### src/rtl/intr_pkg.sv
`default_nettype none
// ============================================================================
// Module      : intr_pkg
// Description : Shared constants for the prioritised interrupt controller:
//               register map addresses and the default source count.
//               Optional feature macro: INTR_EDGE_EN (EDGE_CFG register).
// Revision    : 1.0 - initial release
// ============================================================================
package intr_pkg;

  // Default number of interrupt request lines
  localparam int NUM_SRC_DEFAULT = 8;

  // Register bus address type
  typedef logic [2:0] reg_addr_t;

  // Register map
  localparam reg_addr_t ADDR_ENABLE  = 3'd0;
  localparam reg_addr_t ADDR_PENDING = 3'd1;
  localparam reg_addr_t ADDR_RAW     = 3'd2;
  localparam reg_addr_t ADDR_VECTOR  = 3'd3;
  localparam reg_addr_t ADDR_EDGE    = 3'd4;

endpackage
`default_nettype wire

### src/rtl/intr_prio_enc.sv
`default_nettype none
// ============================================================================
// Module      : intr_prio_enc
// Description : Combinational fixed-priority encoder. Lowest set index wins;
//               index is 0 when no request is present.
// Revision    : 1.0 - initial release
// ============================================================================
module intr_prio_enc #(
  parameter int N = 8,
  parameter int W = 3
) (
  input  logic [N-1:0] i_req,
  output logic         o_valid,
  output logic [W-1:0] o_idx
);

  // Scan from the top down so the lowest set bit is the last to overwrite
  always_comb begin
    o_valid = |i_req;
    o_idx   = '0;
    for (int i = N - 1; i >= 0; i--) begin
      if (i_req[i]) begin
        o_idx = W'(i);
      end
    end
  end

endmodule
`default_nettype wire

### src/rtl/intr_controller.sv
`default_nettype none
// ============================================================================
// Module      : intr_controller
// Description : Prioritised interrupt controller. Latches request lines into
//               pending bits, masks them with ENABLE and presents the lowest
//               active index on a registered irq/irq_id pair. Small register
//               bus for configuration. Scan ports are placeholders for DFT.
//               Optional feature macro: INTR_EDGE_EN - when defined, adds the
//               EDGE_CFG register (addr 4) and per-source edge detection.
// Revision    : 1.0 - initial release
// ============================================================================
module intr_controller
  import intr_pkg::*;
#(
  parameter  int NUM_SRC = NUM_SRC_DEFAULT,
  localparam int ID_W    = $clog2(NUM_SRC)
) (
  input  logic               clk,
  input  logic               reset,
  input  logic [NUM_SRC-1:0] src,
  output logic               irq,
  output logic [ID_W-1:0]    irq_id,
  input  logic               irq_ack,
  input  logic               wr_en,
  input  logic               rd_en,
  input  logic [2:0]         addr,
  input  logic [NUM_SRC-1:0] wdata,
  output logic [NUM_SRC-1:0] rdata,
  input  logic               scan_in0,
  input  logic               scan_in1,
  input  logic               scan_in2,
  input  logic               scan_in3,
  input  logic               scan_in4,
  input  logic               scan_enable,
  input  logic               test_mode,
  output logic               scan_out0,
  output logic               scan_out1,
  output logic               scan_out2,
  output logic               scan_out3,
  output logic               scan_out4
);

  // State flops and their next-state values
  logic [NUM_SRC-1:0] src_q,     src_d;
  logic [NUM_SRC-1:0] pending_q, pending_d;
  logic [NUM_SRC-1:0] enable_q,  enable_d;
  logic               irq_q,     irq_d;
  logic [ID_W-1:0]    irq_id_q,  irq_id_d;
  logic [NUM_SRC-1:0] rdata_q,   rdata_d;
`ifdef INTR_EDGE_EN
  logic [NUM_SRC-1:0] src_qq_q,  src_qq_d;
  logic [NUM_SRC-1:0] edge_cfg_q, edge_cfg_d;
`endif

  // Combinational helpers
  logic [NUM_SRC-1:0] w_set;
  logic [NUM_SRC-1:0] w_ack_clr;
  logic [NUM_SRC-1:0] w_w1c_clr;
  logic [NUM_SRC-1:0] w_active;
  logic [NUM_SRC-1:0] w_vector;
  logic               w_valid;
  logic [ID_W-1:0]    w_idx;

  assign w_active = pending_q & enable_q;

  intr_prio_enc #(
    .N (NUM_SRC),
    .W (ID_W)
  ) u_prio_enc (
    .i_req   (w_active),
    .o_valid (w_valid),
    .o_idx   (w_idx)
  );

  // Pending-set sources: level mode uses src_q directly, edge mode its rise
  always_comb begin
`ifdef INTR_EDGE_EN
    w_set = (src_q & ~edge_cfg_q) | (src_q & ~src_qq_q & edge_cfg_q);
`else
    w_set = src_q;
`endif
  end

  // Clear sources: CPU acknowledge of the presented ID, and W1C writes
  always_comb begin
    w_ack_clr = '0;
    if (irq_ack && irq_q) begin
      w_ack_clr = NUM_SRC'(1) << irq_id_q;
    end
    w_w1c_clr = '0;
    if (wr_en && (addr == ADDR_PENDING)) begin
      w_w1c_clr = wdata;
    end
  end

  // VECTOR register image: {irq, irq_id} zero-extended
  always_comb begin
    w_vector             = '0;
    w_vector[ID_W-1:0]   = irq_id_q;
    w_vector[ID_W]       = irq_q;
  end

  // Next-state logic: input pipeline, pending, config writes, arbitration, read
  always_comb begin
    src_d     = src;
    // Set is applied after clear so a simultaneous request is never lost
    pending_d = (pending_q & ~(w_ack_clr | w_w1c_clr)) | w_set;
    enable_d  = enable_q;
    if (wr_en && (addr == ADDR_ENABLE)) begin
      enable_d = wdata;
    end
`ifdef INTR_EDGE_EN
    src_qq_d   = src_q;
    edge_cfg_d = edge_cfg_q;
    if (wr_en && (addr == ADDR_EDGE)) begin
      edge_cfg_d = wdata;
    end
`endif
    irq_d    = w_valid;
    irq_id_d = w_idx;
    // Read mux sees pre-write register values
    rdata_d  = rdata_q;
    if (rd_en) begin
      case (addr)
        ADDR_ENABLE:  rdata_d = enable_q;
        ADDR_PENDING: rdata_d = pending_q;
        ADDR_RAW:     rdata_d = src_q;
        ADDR_VECTOR:  rdata_d = w_vector;
`ifdef INTR_EDGE_EN
        ADDR_EDGE:    rdata_d = edge_cfg_q;
`endif
        default:      rdata_d = '0;
      endcase
    end
  end

  // State registers with synchronous active-low reset
  always_ff @(posedge clk) begin
    if (!reset) begin
      src_q      <= '0;
      pending_q  <= '0;
      enable_q   <= '0;
      irq_q      <= 1'b0;
      irq_id_q   <= '0;
      rdata_q    <= '0;
`ifdef INTR_EDGE_EN
      src_qq_q   <= '0;
      edge_cfg_q <= '0;
`endif
    end else begin
      src_q      <= src_d;
      pending_q  <= pending_d;
      enable_q   <= enable_d;
      irq_q      <= irq_d;
      irq_id_q   <= irq_id_d;
      rdata_q    <= rdata_d;
`ifdef INTR_EDGE_EN
      src_qq_q   <= src_qq_d;
      edge_cfg_q <= edge_cfg_d;
`endif
    end
  end

  assign irq    = irq_q;
  assign irq_id = irq_id_q;
  assign rdata  = rdata_q;

  // Scan chains are stitched at DFT insertion; functional view drives 0
  assign scan_out0 = 1'b0;
  assign scan_out1 = 1'b0;
  assign scan_out2 = 1'b0;
  assign scan_out3 = 1'b0;
  assign scan_out4 = 1'b0;

  logic unused_scan;
  assign unused_scan = &{1'b0, scan_in0, scan_in1, scan_in2, scan_in3,
                         scan_in4, scan_enable, test_mode};

endmodule
`default_nettype wire

### config.mk
export PLATFORM = sky130hd
export DESIGN_NAME = intr_controller
export DESIGN_NICKNAME = d
export VERILOG_FILES = /design/src/rtl/intr_pkg.sv /design/src/rtl/intr_prio_enc.sv /design/src/rtl/intr_controller.sv
export SDC_FILE = /design/constraint.sdc
export NUM_CORES = 1
export LEC_CHECK = 0
export ABC_AREA = 1
export BUFFER_PORTS_ARGS = -buffer_cell sky130_fd_sc_hd__buf_2
export CORE_ASPECT_RATIO = 1.5
export CORE_MARGIN = 2
export CORE_UTILIZATION = 30
export CTS_BUF_LIST = sky130_fd_sc_hd__clkbuf_2 sky130_fd_sc_hd__clkbuf_4 sky130_fd_sc_hd__clkbuf_8
export CTS_CLUSTER_SIZE = 14
export DETAILED_ROUTE_END_ITERATION = 8
export PLACE_DENSITY_LB_ADDON = 0.1
export SETUP_SLACK_MARGIN = 0.15
export SLEW_MARGIN = 10
export SYNTH_ARGS = -nofsm -noshare
export SYNTH_HDL_FRONTEND = slang
export SYNTH_SLANG_ARGS = --single-unit
export TNS_END_PERCENT = 20
### constraint.sdc
create_clock -name clk -period 1.1 [get_ports clk]
set_input_delay 0.22 -clock clk [delete_from_list [all_inputs] [get_ports clk]]
set_output_delay 0.22 -clock clk [all_outputs]
set_load 0.03 [all_outputs]
# Yosys cells after proc, flatten, opt, wreduce, memory -nomap -nowiden
# Cells that the tools add are included.
[totals]
regBits = 36
in_bits = 31
output_inout_bits = 17
elab_cells = 36
[op_classes]
eq_ne = 3
shift = 1
mux = 10
n_bitwise = 6
reduce_logical = 8
[op_table]
columns = ["op", "count"]
rows = [
  ["$pmux W8 S4", 1],
  ["$and A8 B8 Y8", 2],
  ["$mux W8", 2],
  ["$or A8 B8 Y8", 2],
  ["$mux W3", 4],
  ["$not A8 Y8", 1],
  ["$reduce_or A8 Y1", 1],
  ["$shl A1 B3 Y8 const A", 1],
  ["$eq A3 B2 Y1 const B", 2],
  ["$reduce_or A5 Y1", 1],
  ["$mux W2", 2],
  ["$eq A3 B1 Y1 const B", 1],
  ["$logic_and A1 B1 Y1", 3],
  ["$logic_not A3 Y1", 1],
  ["$reduce_or A3 Y1", 1],
  ["$reduce_or A2 Y1", 1],
  ["$mux W1", 1],
  ["$not A1 Y1", 1],
]

# Longest topological paths before layout
[logic_depth]
word_depth = 8
mapped_depth = 7
depth_no_buf = 7

# Cells and area by module
# Synthesis repeated with hierarchy kept, for this count alone.
[hier_totals]
cells_unflattened = 263
area_unflattened_um2 = 1776.7
[by_module_without_submodules]
columns = ["mod", "instances", "cells_per_inst", "area_each_um2", "seq_area_each_um2"]
rows = [
  ["intr_controller", 1, 241, 1677.9, 720.7],
  ["intr_prio_enc", 1, 22, 98.8, 0.0],
]

# Least setup slack after synthesis
# OpenSTA, ideal clock, no wires.
[synth_path]
path_type = "reg-to-reg"
start = "register irq_q (netlist: irq)"
end = "register pending_q[6]"
setup_ns = 0.118
t_arrival_ns = 1.062
t_required_ns = 0.982
path_slack_ns = -0.080
stages_incl_launch_ff = 6
n_path_buf = 0
synth_period_minus_slack_ns = 1.180
cell_sequence = "dfxtp_1 nand2_1 nor2_1 a21boi_0 a21oi_1 nor2_1"
[synth_between]
elab_chain_len = 6
[synth_lines]
columns = ["item", "line_no", "rtl"]
rows = [
  ["from (decl)", "intr_controller.sv:47", "logic irq_q, irq_d;"],
  ["from (signal assigned)", "intr_controller.sv:154", "irq_q <= irq_d;"],
  ["$logic_and A1 B1 Y1", "intr_controller.sv:87", "if (irq_ack && irq_q) begin"],
  ["$mux W8", "intr_controller.sv:87", ""],
  ["$or A8 B8 Y8", "intr_controller.sv:107", "pending_d = (pending_q & ~(w_ack_clr | w_w1c_clr)) | w_set;"],
  ["$not A8 Y8", "intr_controller.sv:107", ""],
  ["$and A8 B8 Y8", "intr_controller.sv:107", ""],
  ["$or A8 B8 Y8", "intr_controller.sv:107", ""],
  ["to (signal assigned)", "intr_controller.sv:152", "pending_q <= pending_d;"],
  ["to (decl)", "intr_controller.sv:45", "logic [NUM_SRC-1:0] pending_q, pending_d;"],
]
# No other way between the ends.
# A chain may end at the register's enable or synchronous reset.

# Worst setup path after layout
[layout_path]
start = "register irq_id_q[1] (netlist: irq_id[1])"
end = "output irq_id[1]"
[layout_lines]
columns = ["item", "line_no", "rtl"]
rows = [
  ["from (decl)", "intr_controller.sv:48", "logic [ID_W-1:0] irq_id_q, irq_id_d;"],
  ["from (signal assigned)", "intr_controller.sv:155", "irq_id_q <= irq_id_d;"],
  ["to (decl)", "intr_controller.sv:22", "output logic [ID_W-1:0] irq_id,"],
]
# No word-level cell between the ends.

==> flow_summary.toml <==
[routing]
drc_errors = 0
dr_wl_met2_mm = 2.19
first_iter_violations = 44
wl_mm = 4.32
postRouteAntennaNets = 0
drt_pre_antenna_iters = 4
vias = 1600
topRoutingLayerUsed = "met4"
vias_per_cell = 4.49
wl_met3_um = 188
met1Wirelength_mm = 1.91
wl_per_cell_um = 12.1

[clocking]
clock_sink_count = 36
cts_buffer_depth = 2
insertion_delay_ns = 0.28
hold_buffers = 0
cts_tree = "yes"
h-tree-depth = 2
cts_root_buffer = "clkbuf_8"
path_clk_slew_ns = 0.07
numCtsBuffers = 5

[place]
dp_slack_ns = -0.0272
dp_hpwl_mm = 3.42
place.gp.congestion = 0.812
port_buffers = 35

[logic_synthesis]
synth_compound_area_frac = 0.133
synth_area_mm2 = 0.00173
synth-seq-cells = 36
yosys.area_share.simple = 0.313
synth_xor_area_frac = 0
synth_top_family_by_area = "simple AND/OR/NAND/NOR gates"
synthCells = 240
synthMuxAreaShare = 0
ys_seq_area_frac = 0.418
yosysWarnings = 0
synthAdderAreaFrac = 0
ys_types = 22
synth_area_per_cell_um2 = 7.19

[sta]
fin_ws_ns = 0.0689
drv_slew = 0
timing.final.crit_share = 0.937
setup_tns_ns = 0
fin_crit_ns = 1.03
rsz0062_at_grt = "true"
finalSetupViolCount = 0
finalHoldViolations = 0
clock_skew_ns = 0.00348
clock.fmax_ghz = 0.970

[setup_path]
cp-end-kind = "output port"
crit_buf_inv = 1
crit_slowest_cell = "dfxtp_4"
crit_cells = 1
cp_data_arrival_time_ns = 0.81
start_kind = "register"
r2r_cells = 5
worst_path_largest_cell_delay_ns = 0.39
startpoint = "irq_id[1]"
r2r_start = "irq"
critical_path_class = "register to output port"
crit_required_ns = 0.88
cp_max_fo = 6
crit_family = "flip-flops"
crit_chain = "buf_6"

[outcome]
status = "finished, final reports clean"

[die]
coreArea_mm2 = 0.00549
die_area_mm2 = 0.00639
placementRows = 33
io_pins = 48
initial_utilization = 0.314
die_h_um = 96.9
die_x_um = 65.9

[worst_hold_path]
hold_start = "src[0]"
worstHoldPathType = "input pin to register"
hold_depth = 3

[global_route]
grt_pass1_wl_mm = 7.13
overflow = 0
grt.total_usage = 0.145
antenna_found_initial = 0
grt_max_degree = 17
first_global_vias = 1498

[job]
max_cap_violations = 0

[layout]
drive_gt1_frac = 0.262
antennaDiodeCount = 0
syn2layout_area_growth_pct = 27.9
layout.nets = 316

[power_and_ir_drop]
power_density_mw_per_mm2 = 1270
power_w = 0.00280
vdd_drop_max_uv = 858
leakagePower_nw = 1.01
==> final cells by class <==
type | instances | area, µm²
Clock buffer | 8 | 104
Fill cell | 602 | 3280
Inverter | 32 | 123
Multi-Input combinational cell | 162 | 805
Sequential cell | 36 | 737
Tap cell | 70 | 87.6
Timing Repair Buffer | 48 | 352
==> layout by cell type, fill, tap and decap left out, types with 2 or more instances in the layout <==
master,Yosys,routed
inv_2,2,2
nand4_1,8,8
dfxtp_1,36,31
nand3_1,28,28
buf_6,4,5
clkbuf_4,0,2
nand2_1,63,62
a21oi_1,23,23
buf_2,4,26
clkbuf_8,0,7
nor2_1,11,9
o21ai_1,13,13
buf_4,6,13
buf_12,0,3
a21oi_2,4,4
inv_1,29,29
conb_1,1,5
nor2_4,0,2
dfxtp_4,0,4
==> kinds of logic (layout without fill, tap and decap cells) <==
| family | count (synthesis) | in the layout |
|---|---|---|
| compound gates | 42 | 42 |
| buf+inv | 46 | 88 |
| flops | 36 | 36 |
| other cells | 1 | 5 |
| simple gates | 115 | 115 |
==> per-layer routing <==
metal | up-vias | GRT usage
met2 | 43 | 0.242
met1 | 700 | 0.181
met3 | 2 | 0.0349
li1 | 855 | -
met5 | - | 0
met4 | 0 | 0.0433
==> cells in the mapped netlist (all sizes together) <==
cell type | instances | area [µm²]
nand2 | 64 | 248
dfxtp | 36 | 721
inv | 32 | 123
nand3 | 29 | 158
a21oi | 27 | 150
buf | 14 | 110
o21ai | 13 | 65.1
nor2 | 12 | 61.3
nand4 | 8 | 50.1
a21boi | 1 | 7.51
a31oi | 1 | 6.26
conb | 1 | 3.75
nor3 | 1 | 16.3
nor4 | 1 | 6.26
==> registers in the layout, summed over array words and instances (netlist names) <==
register and flops:
irq 1, pending_q 8, enable_q 8, irq_id 3, src_q 8, rdata 8
==> path summary, 6_finish.rpt <==
| path | end | slack [ns] |
|---|---|---|
| max | irq_id[1] | 0.07 |
| max reg2reg | pending_q[7] | 0.11 |
| min | src_q[0] | 0.12 |
| min reg2reg | pending_q[1] | 0.46 |
==> tightest hold or removal path: stages <==
cell	delay [ns]
buf_2	0.07
nand2_1	0.04
inv_1	0.04
==> metrics by stage <==
| step | utilization | hold slack, ns | cell area (µm²) | cells |
|---|---|---|---|---|
| 2_1_floorplan | - | 0.318 | 1750 | 244 |
| 3_3_place_gp | 0.370 | 0.402 | 2030 | 347 |
| 3_5_place_dp | 0.370 | 0.403 | 2030 | 347 |
| 4_1_cts | 0.395 | 0.106 | 2170 | 355 |
| 5_1_grt | 0.402 | 0.113 | 2210 | 356 |
| 6_report | 0.402 | 0.116 | 2210 | 356 |
==> power breakdown <==
part,internal [W],switching (W)
Clock,0.000596,0.000447
Combinational,0.000141,0.000214
Sequential,0.00135,0.0000456
Total,0.00209,0.000707
==> timing repair <==
action / 4_1_cts / 5_1_grt
gates resized for setup: 11 / 14
buffers inserted: 0 / 1
pin swaps: 0 / 2
setup endpoints to repair: 20 / 23
Power figures use the tool's default switching activity.
